`config.mk`:
```
export PLATFORM = sky130hd
export DESIGN_NAME = sync_fifo_lvl
export DESIGN_NICKNAME = d
export VERILOG_FILES = /design/src/rtl/fifo_pkg.sv /design/src/rtl/fifo_ram.sv /design/src/rtl/sync_fifo_lvl.sv
export SDC_FILE = /design/constraint.sdc
export NUM_CORES = 1
export LEC_CHECK = 0
export CAP_MARGIN = 10
export CORE_MARGIN = 3
export CORE_UTILIZATION = 54
export DETAILED_ROUTE_END_ITERATION = 10
export GPL_ROUTABILITY_DRIVEN = 0
export GPL_TIMING_DRIVEN = 1
export PLACE_DENSITY = 0.76
export RECOVER_POWER = 25
export SLEW_MARGIN = 30
export SYNTH_ARGS = -nofsm -noshare
export SYNTH_HDL_FRONTEND = slang
export SYNTH_HIERARCHICAL = 1
export SYNTH_SLANG_ARGS = --single-unit
```
`constraint.sdc`:
```
create_clock -name CLK -period 4.57 [get_ports CLK]
set_input_delay 0.914 -clock CLK [delete_from_list [all_inputs] [get_ports CLK]]
set_output_delay 0.914 -clock CLK [all_outputs]
set_load 0.01 [all_outputs]
```
`src/rtl/fifo_pkg.sv`:
```
// Shared constants and helpers for the level-tracking synchronous FIFO.
// Holds read-mode encodings, default almost-full/empty thresholds and the level-width rule.
package fifo_pkg;

  localparam int unsigned FwftStd = 0;
  localparam int unsigned FwftOn  = 1;

  localparam int unsigned AeLevelDefault = 2;

  // Level counts 0..DEPTH inclusive, so it needs one bit more than the address.
  function automatic int unsigned level_width(input int unsigned addr_exp);
    return addr_exp + 32'd1;
  endfunction

  function automatic int unsigned af_level_default(input int unsigned addr_exp);
    return (32'd1 << addr_exp) - 32'd2;
  endfunction

endpackage

```
`src/rtl/fifo_ram.sv`:
```
// Simple dual-port storage for the FIFO: one write port, one registered read port.
// Memory contents are never reset; only the read register is.
module fifo_ram #(
  parameter int unsigned DATA_WIDTH = 8,
  parameter int unsigned ADDR_W     = 4
) (
  input  logic                  CLK,
  input  logic                  RESETn,
  input  logic                  i_we,
  input  logic [ADDR_W-1:0]     i_waddr,
  input  logic [DATA_WIDTH-1:0] i_wdata,
  input  logic                  i_re,
  input  logic [ADDR_W-1:0]     i_raddr,
  output logic [DATA_WIDTH-1:0] o_rdata
);

  localparam int unsigned Depth = 32'd1 << ADDR_W;

  (* ram_style = "block" *) logic [DATA_WIDTH-1:0] r_mem [Depth];
  logic [DATA_WIDTH-1:0] r_rdata;

  always_ff @(posedge CLK) begin
    if (i_we) begin
      r_mem[i_waddr] <= i_wdata;
    end
  end

  // Read-first: a same-address write in this cycle is not seen by this read.
  always_ff @(posedge CLK) begin
    if (!RESETn) begin
      r_rdata <= '0;
    end else if (i_re) begin
      r_rdata <= r_mem[i_raddr];
    end
  end

  assign o_rdata = r_rdata;

endmodule

```
`src/rtl/sync_fifo_lvl.sv`:
```
// Synchronous FIFO with fill level, almost-full/empty flags, flush and sticky error flags.
// FWFT mode adds a prefetch register behind the RAM read register so the head word is presented.
module sync_fifo_lvl
  import fifo_pkg::*;
#(
  parameter int unsigned DATA_WIDTH = 8,
  parameter int unsigned ADDR_EXP   = 4,
  parameter int unsigned FWFT       = FwftStd,
  parameter int unsigned AF_LEVEL   = af_level_default(ADDR_EXP),
  parameter int unsigned AE_LEVEL   = AeLevelDefault
) (
  input  logic                  CLK,
  input  logic                  RESETn,
  input  logic                  FLUSH,
  input  logic                  CLR_ERR,
  input  logic [DATA_WIDTH-1:0] DATA_IN,
  input  logic                  PUSH,
  input  logic                  POP,
  output logic [DATA_WIDTH-1:0] DATA_OUT,
  output logic                  DATA_VALID,
  output logic                  FULL,
  output logic                  EMPTY,
  output logic                  ALMOST_FULL,
  output logic                  ALMOST_EMPTY,
  output logic [ADDR_EXP:0]     LEVEL,
  output logic                  OVERFLOW,
  output logic                  UNDERFLOW
);

  localparam int unsigned LW     = level_width(ADDR_EXP);
  localparam int unsigned Depth  = 32'd1 << ADDR_EXP;
  localparam bit          IsFwft = (FWFT == FwftOn);

  logic [LW-1:0]         r_wr_ptr;
  logic [LW-1:0]         r_rd_ptr;
  logic [LW-1:0]         r_level;
  logic                  r_full;
  logic                  r_empty;
  logic                  r_af;
  logic                  r_ae;
  logic                  r_ovf;
  logic                  r_unf;
  logic                  r_dvalid;
  logic [DATA_WIDTH-1:0] r_pf;
  logic                  r_pf_vld;
  logic                  r_ram_vld;

  logic                  w_empty;
  logic                  w_acc_pop;
  logic                  w_acc_push;
  logic                  w_ovf_evt;
  logic                  w_unf_evt;
  logic                  w_re;
  logic                  w_move;
  logic [LW-1:0]         w_unread;
  logic [LW-1:0]         w_level_d;
  logic [DATA_WIDTH-1:0] w_rdata;

  // In FWFT mode a word is only poppable once it sits in the prefetch register.
  assign w_empty    = IsFwft ? ~r_pf_vld : r_empty;
  assign w_acc_pop  = POP & ~w_empty & ~FLUSH;
  assign w_acc_push = PUSH & (~r_full | w_acc_pop) & ~FLUSH;
  assign w_ovf_evt  = PUSH & ~FLUSH & ~w_acc_push;
  assign w_unf_evt  = POP & ~FLUSH & w_empty;

  // FWFT pipeline: RAM read register (r_ram_vld) feeds the prefetch register (r_pf_vld).
  assign w_unread = r_wr_ptr - r_rd_ptr;
  assign w_move   = IsFwft & r_ram_vld & (~r_pf_vld | w_acc_pop);
  assign w_re     = IsFwft ? ((w_unread != '0) & (~r_ram_vld | w_move) & ~FLUSH) : w_acc_pop;

  always_comb begin
    w_level_d = r_level;
    if (FLUSH) begin
      w_level_d = '0;
    end else if (w_acc_push & ~w_acc_pop) begin
      w_level_d = r_level + LW'(1);
    end else if (w_acc_pop & ~w_acc_push) begin
      w_level_d = r_level - LW'(1);
    end
  end

  always_ff @(posedge CLK) begin
    if (!RESETn) begin
      r_wr_ptr  <= '0;
      r_rd_ptr  <= '0;
      r_level   <= '0;
      r_full    <= 1'b0;
      r_empty   <= 1'b1;
      r_af      <= 1'b0;
      r_ae      <= 1'b1;
      r_ovf     <= 1'b0;
      r_unf     <= 1'b0;
      r_dvalid  <= 1'b0;
      r_pf      <= '0;
      r_pf_vld  <= 1'b0;
      r_ram_vld <= 1'b0;
    end else begin
      r_level  <= w_level_d;
      r_full   <= (w_level_d == LW'(Depth));
      r_empty  <= (w_level_d == '0);
      r_af     <= (w_level_d >= LW'(AF_LEVEL));
      r_ae     <= (w_level_d <= LW'(AE_LEVEL));
      // A fresh error in the same cycle as CLR_ERR keeps the flag set.
      r_ovf    <= w_ovf_evt | (r_ovf & ~CLR_ERR);
      r_unf    <= w_unf_evt | (r_unf & ~CLR_ERR);
      r_dvalid <= ~IsFwft & w_acc_pop;
      if (FLUSH) begin
        r_wr_ptr  <= '0;
        r_rd_ptr  <= '0;
        r_pf_vld  <= 1'b0;
        r_ram_vld <= 1'b0;
      end else begin
        if (w_acc_push) begin
          r_wr_ptr <= r_wr_ptr + LW'(1);
        end
        if (w_re) begin
          r_rd_ptr <= r_rd_ptr + LW'(1);
        end
        if (w_move) begin
          r_pf     <= w_rdata;
          r_pf_vld <= 1'b1;
        end else if (w_acc_pop) begin
          r_pf_vld <= 1'b0;
        end
        if (w_re) begin
          r_ram_vld <= 1'b1;
        end else if (w_move) begin
          r_ram_vld <= 1'b0;
        end
      end
    end
  end

  fifo_ram #(
    .DATA_WIDTH (DATA_WIDTH),
    .ADDR_W     (ADDR_EXP)
  ) u_ram (
    .CLK     (CLK),
    .RESETn  (RESETn),
    .i_we    (w_acc_push),
    .i_waddr (r_wr_ptr[ADDR_EXP-1:0]),
    .i_wdata (DATA_IN),
    .i_re    (w_re),
    .i_raddr (r_rd_ptr[ADDR_EXP-1:0]),
    .o_rdata (w_rdata)
  );

  assign DATA_OUT     = IsFwft ? r_pf : w_rdata;
  assign DATA_VALID   = IsFwft ? r_pf_vld : r_dvalid;
  assign FULL         = r_full;
  assign EMPTY        = w_empty;
  assign ALMOST_FULL  = r_af;
  assign ALMOST_EMPTY = r_ae;
  assign LEVEL        = r_level;
  assign OVERFLOW     = r_ovf;
  assign UNDERFLOW    = r_unf;

endmodule
```
==> results of run 1 <==
power by group through the flow:
stage                     combinational (uW)  clock [uW]  sequential (uW)
after CTS                               76.4        1390             1550
after global routing                    81.3        1470             1550
after detailed placement                76.3           0             1580
after floorplan                         26.5           0             1580
final                                   74.7        1370             1550
after global placement                  74.7           0             1580
worst max path at each step:
stage	endpoint	cells past startpoint	slack, ns	startpoint
after global routing	u_ram/r_mem[3][0]	5	0.91	FLUSH
after CTS	u_ram/r_mem[3][0]	5	1.09	FLUSH
final	u_ram/r_mem[3][0]	5	0.99	FLUSH
after detailed placement	u_ram/r_mem[3][6]	5	0.65	FLUSH
after floorplan	u_ram/r_mem[0][0]	4	1.50	FLUSH
after global placement	u_ram/r_mem[3][4]	5	0.74	FLUSH
logic make-up (layout without fill, tap and decap cells):
group,Yosys count,after routing
XOR/XNOR,8,8
adder cells (fa/ha/maj),4,4
AND/OR/NAND/NOR,117,117
flip-flops,156,156
buffers and inverters,21,74
AO/OA/AOI/OAI,47,47
multiplexers,67,67
registers in the layout, indices dropped and copies added, names as in the netlist, 4 cells and up:
signal,flops
u_ram/r_mem,128
u_ram/o_rdata,8
LEVEL,5
r_rd_ptr,4
r_wr_ptr,4
stage by stage:
stage / total power [uW] / std cells
after detailed placement: 1660 / 581
after global placement: 1650 / 580
after global routing: 3100 / 613
after CTS: 3020 / 613
after floorplan: 1610 / 420
final: 2990 / 613
routing by layer:
layer	vias to the layer above	GRT usage, %
li1	1689	-
met1	1789	26.9
met2	158	33.9
met3	37	5.87
met4	0	10.6
met5	-	0
Yosys cell counts (all sizes together):
cell and number:
nor2b 4, o21a 1, o21ai 1, clkinv 1, o22ai 1, xnor2 3, a22oi 24, a21oi 10
a31oi 2, a32oi 1, o31ai 1, buf 17, nor4 4, o2bb2ai 1, ha 4, xor2 5
or4b 2, nand3 26, inv 3, or3b 2, nor3b 2, nor3 8, edfxtp 128, a21boi 1
mux2i 67, o21bai 1, nand3b 3, a31o 1, nor2 25, nor4b 2, nand4 2, nand2b 7
o211ai 1, a221oi 1, dfxtp 28, nand2 24, and2 6
cell type report:
| cell class | count | area (um^2) | share of cell area [%] |
|---|---|---|---|
| Tap cell | 140 | 175 | 2.38 |
| Multi-Input combinational cell | 243 | 1780 | 24.2 |
| Clock inverter | 6 | 41.3 | 0.560 |
| Clock buffer | 26 | 562 | 7.62 |
| Sequential cell | 156 | 4410 | 59.8 |
| Inverter | 4 | 15.0 | 0.204 |
| Timing Repair Buffer | 38 | 388 | 5.26 |
worst min-delay path, stage by stage, from the launching register on:
cell and delay [ns]:
dfxtp_1 0.32, nand2_1 0.05, nand3_1 0.05
==> out/qor.yml, run 1 <==
power_frac_seq_pct: 51.7
required_ns: 4.61
worstSetupPathType: "input pin to flop"
cts_buffer_depth: 2
met3_length_um: 888
setup_viol: 0
status: "finished clean"
cp.arrival_ns: 3.62
die_h_um: 114
antenna_left: 0
start_util_pct: 56.9
synth-simple-area-share_pct: 10.2
synthAdderAreaFrac_pct: 0.788
rsz0062_at_grt: "false"
dr_total_vias: 3673
max_slew_margin_pct: 47.0
portBuffers: 33
p_sw_uw: 576
htree_levels: 4
highest_layer: "met4"
synth_top_family_by_area: "multiplexers"
track_usage_pct: 21.3
wirelength_um: 13100
power.share.clock_pct: 45.8
fp.dieW_um: 114
holdPathStages: 2
fin_area_um2: 7370
synth.area.top_cells: "edfxtp_1 (60%), mux2i_1 (11%), dfxtp_1 (8.8%), a22oi_1 (2.8%), nand3_1 (2.0%)"
cellPowerDensity_nw_per_um2: 406
grt_pass1_vias: 3711
cts.repair.resized: 0
numCtsBuffers: 17
drv_cap: 0
synth_compound_area_share_pct: 5.32
cp_common_cell: "or3b_1"
yosysSeqAreaShare_pct: 69.3
drive_above_1_share_pct: 10.8
avgRoutedWirePerCell_um: 21.3
synth_nets: 438
place_ws_ns: 0.651
postPlaceCellArea_um2: 6770
fin_setup_tns_ns: 0
clk_latency_ns: 0.41
synth_area_um2: 6350
critPathLaunchType: "input pin"
hp-class: "flop to flop"
timing.hold.ws_ns: 0.453
grt_pass1_wl_um: 20200
reg2regPathDepth: 4
grt_max_degree: 42
dp.final_hpwl_um: 8630
post-cts-setup-buffers: 0
antenna_found_initial: 0
crit_family: "simple AND/OR/NAND/NOR gates"
yosysWarnings: 6
ctsRootBufferMaster: "clkbuf_16"
grt_remaining_overflow: 0
crit_path_end_kind: "flop"
synthXorXnorAreaFrac_pct: 1.10
synth_mux_area_share_pct: 10.6
nNetsFinal: 478
n_fill_cell: 773
layout_min_cycle_time_ns: 3.58
critical_path.slowest_cell: "dlygate4sd3_1"
finalWorstSetupSlack_ns: 0.990
rrSetupSlack_ns: 1.88
finalMaxSlewViolations: 0
crit_buf_inv: 1
reg2reg_to: "u_ram/r_mem[3][0]"
num_rows: 38
drt_pass1_iterations: 5
cts_tree: "built"
worst_slew_pin_slew_ns: 0.792
wl_met1_um: 5340
drc: 0
drt_iter0_markers: 427
fin_crit_sh_pct: 78.3
synthDominantCellAreaShare_pct: 60.5
fin_skew_ns: 0.00891
final_core_util_pct: 66.0
whs_endpoint: "u_ram/o_rdata[6]"
timing.fmax_mhz: 279
syn_inst: 420
p_leak_uw: 0.00232
slowest_delay_ns: 0.71
regToRegStartpoint: "EMPTY"
cp_cell_sequence: "dlygate4sd3_1 -> or3b_1 -> a21oi_2 -> or3b_1 -> nor2_1"
layout_common_cells: "edfxtp_1 (128), mux2i_1 (67), dfxtp_1 (27), clkdlybuf4s50_1 (27), nand3_1 (26)"
ir_worst_vdd_mv: 0.284
pwr-share-comb_pct: 2.5
path_clk_slew_ns: 0.06
routed_via_density: 5.99
final_common_cell: "edfxtp_1"
hold_buffers: 0
clock-sinks: 156
synth.avg_cell_area_um2: 15.1
io-pin-count: 34
ys_ff_latch: 156
area_growth_pct: 16.0
power.share.switching_pct: 19.2
hold_viol: 0
core-area_um2: 11200
die-area_um2: 13100
dr_wl_met2_um: 6400
synth.distinct_cells: 50
path_max_fanout: 14
antennaDiodeCount: 0
hp-start: "u_ram/o_rdata[6]"
synth_top_cell_by_area: "edfxtp_1"
p_int_uw: 2420
(Power assumes the default switching activity.)
==> run 2, diff against run 1 <==
clock period = 3.65 ns   (was 4.57 ns; I/O delays follow)
==> out/qor.yml, run 2 (synthesis gave the netlist of run 1 again) <==
top_register: "u_ram/r_mem"
numCtsBuffers: 17
routed_via_density: 5.99
status: "finished clean"
post-cts-setup-buffers: 0
worst_slew_pin_slew_ns: 0.749
cts_buffer_depth: 2
met3_usage_pct: 5.87
ctsRootBufferMaster: "clkbuf_16"
cp.arrival_ns: 2.86
fin_skew_ns: 0.00793
start_util_pct: 56.9
fp.dieW_um: 114
dr_total_vias: 3735
grt_remaining_overflow: 0
cts.repair.resized: 0
crit_family: "simple AND/OR/NAND/NOR gates"
cellPowerDensity_nw_per_um2: 508
power.share.switching_pct: 19.3
drive_above_1_share_pct: 12.4
drc: 0
setup_viol: 0
htree_levels: 4
p_sw_uw: 732
path_max_fanout: 8
crit_cells: 5
power_frac_seq_pct: 51.1
ir_worst_vdd_mv: 0.313
area_growth_pct: 17.5
timing.hold.ws_ns: 0.452
fin_setup_tns_ns: 0
layout_common_cells: "edfxtp_1 (128), mux2i_1 (67), dfxtp_1 (27), clkdlybuf4s50_1 (27), nand3_1 (26)"
final_core_util_pct: 66.9
worstSetupPathType: "input pin to flop"
nNetsFinal: 489
reg2regPathDepth: 4
crit_path_end_kind: "flop"
layout_min_cycle_time_ns: 2.82
drv_cap: 0
largest_reg_flops: 128
holdPathStages: 2
core-area_um2: 11200
fin_total_pwr_uw: 3790
antenna_left: 0
hold_viol: 0
hp-class: "flop to flop"
clock-sinks: 156
grt_pass1_vias: 3828
drt_pass1_iterations: 5
final_common_cell: "edfxtp_1"
cp_cell_sequence: "clkdlybuf4s50_1 -> or3b_1 -> a21oi_2 -> or3b_1 -> nor2_1"
required_ns: 3.70
p_leak_uw: 0.00238
fin_cells: 624
track_usage_pct: 21.5
die-area_um2: 13100
portBuffers: 33
n_fill_cell: 731
rsz0062_at_grt: "false"
dp.final_hpwl_um: 8550
io-pin-count: 34
p_int_uw: 3060
cp_common_cell: "or3b_1"
avgRoutedWirePerCell_um: 21.0
slowest_delay_ns: 0.56
crit_buf_inv: 1
max_slew_margin_pct: 49.9
critPathLaunchType: "input pin"
antennaDiodeCount: 0
num_rows: 38
antenna_found_initial: 0
drt_iter0_markers: 374
gr-usage-met1_pct: 28.2
power.share.clock_pct: 46.3
die_h_um: 114
grt_use_met2_pct: 33.9
grt-busiest-layer: "met2"
grt_max_degree: 41
pwr-share-comb_pct: 2.5
hold_buffers: 0
timing.fmax_mhz: 355
dp.cells: 592
fin_crit_sh_pct: 77.2
wirelength_um: 13100
path_clk_slew_ns: 0.06
grt_pass1_wl_um: 20900
critical_path.slowest_cell: "nor2_1"
clk_latency_ns: 0.41
finalMaxSlewViolations: 0
cts_tree: "built"
[run 2: cell count changes in the layout (fill, tap and decap cells not counted), sizes merged]
cell	delta
buf	+11
clkinv	+4
inv	-4
[run 2: path summary, 6_finish.rpt]
path	from	slack [ns]	endpoint
hold reg to reg	u_ram/o_rdata[6]	0.45	u_ram/o_rdata[6]
setup / recovery	POP	0.83	u_ram/r_mem[3][7]
setup reg to reg	EMPTY	1.28	u_ram/r_mem[3][7]
hold / removal	u_ram/o_rdata[6]	0.45	u_ram/o_rdata[6]
[run 2: final cells by class]
cell class	instances	area [um^2]	share of cell area [%]
Timing Repair Buffer	49	470	6.30
Sequential cell	156	4410	59.0
Multi-Input combinational cell	243	1780	23.9
Clock inverter	6	43.8	0.586
Inverter	4	15.0	0.201
Tap cell	140	175	2.35
Clock buffer	26	576	7.71
[run 2: power by group through the flow]
stage / clock, uW / sequential, uW / combinational (uW)
after floorplan: 0 / 1980 / 33.2
after global placement: 0 / 1980 / 93.8
after detailed placement: 0 / 1980 / 96.7
after CTS: 1790 / 1940 / 97.5
after global routing: 1860 / 1940 / 105
final: 1760 / 1940 / 95.9
[run 2: tightest hold or removal path, delay by kind of cell, from the launching register on]
family | cells | cell delay [ns]
AND/OR/NAND/NOR | 2 | 0.10
flip-flops | 1 | 0.32
[run 2: metrics by stage]
step | setup slack, ns | cell area [um^2]
2_1_floorplan | 0.766 | 6350
3_3_place_gp | 0.510 | 6820
3_5_place_dp | 0.418 | 6850
4_1_cts | 0.857 | 7460
5_1_grt | 0.700 | 7470
6_report | 0.831 | 7470
[run 2: per-layer routing]
metal | vias to the layer above | wire (um)
li1 | 1707 | -
met1 | 1840 | 5550
met2 | 156 | 6410
met3 | 32 | 840
met4 | 0 | 331
met5 | - | 0
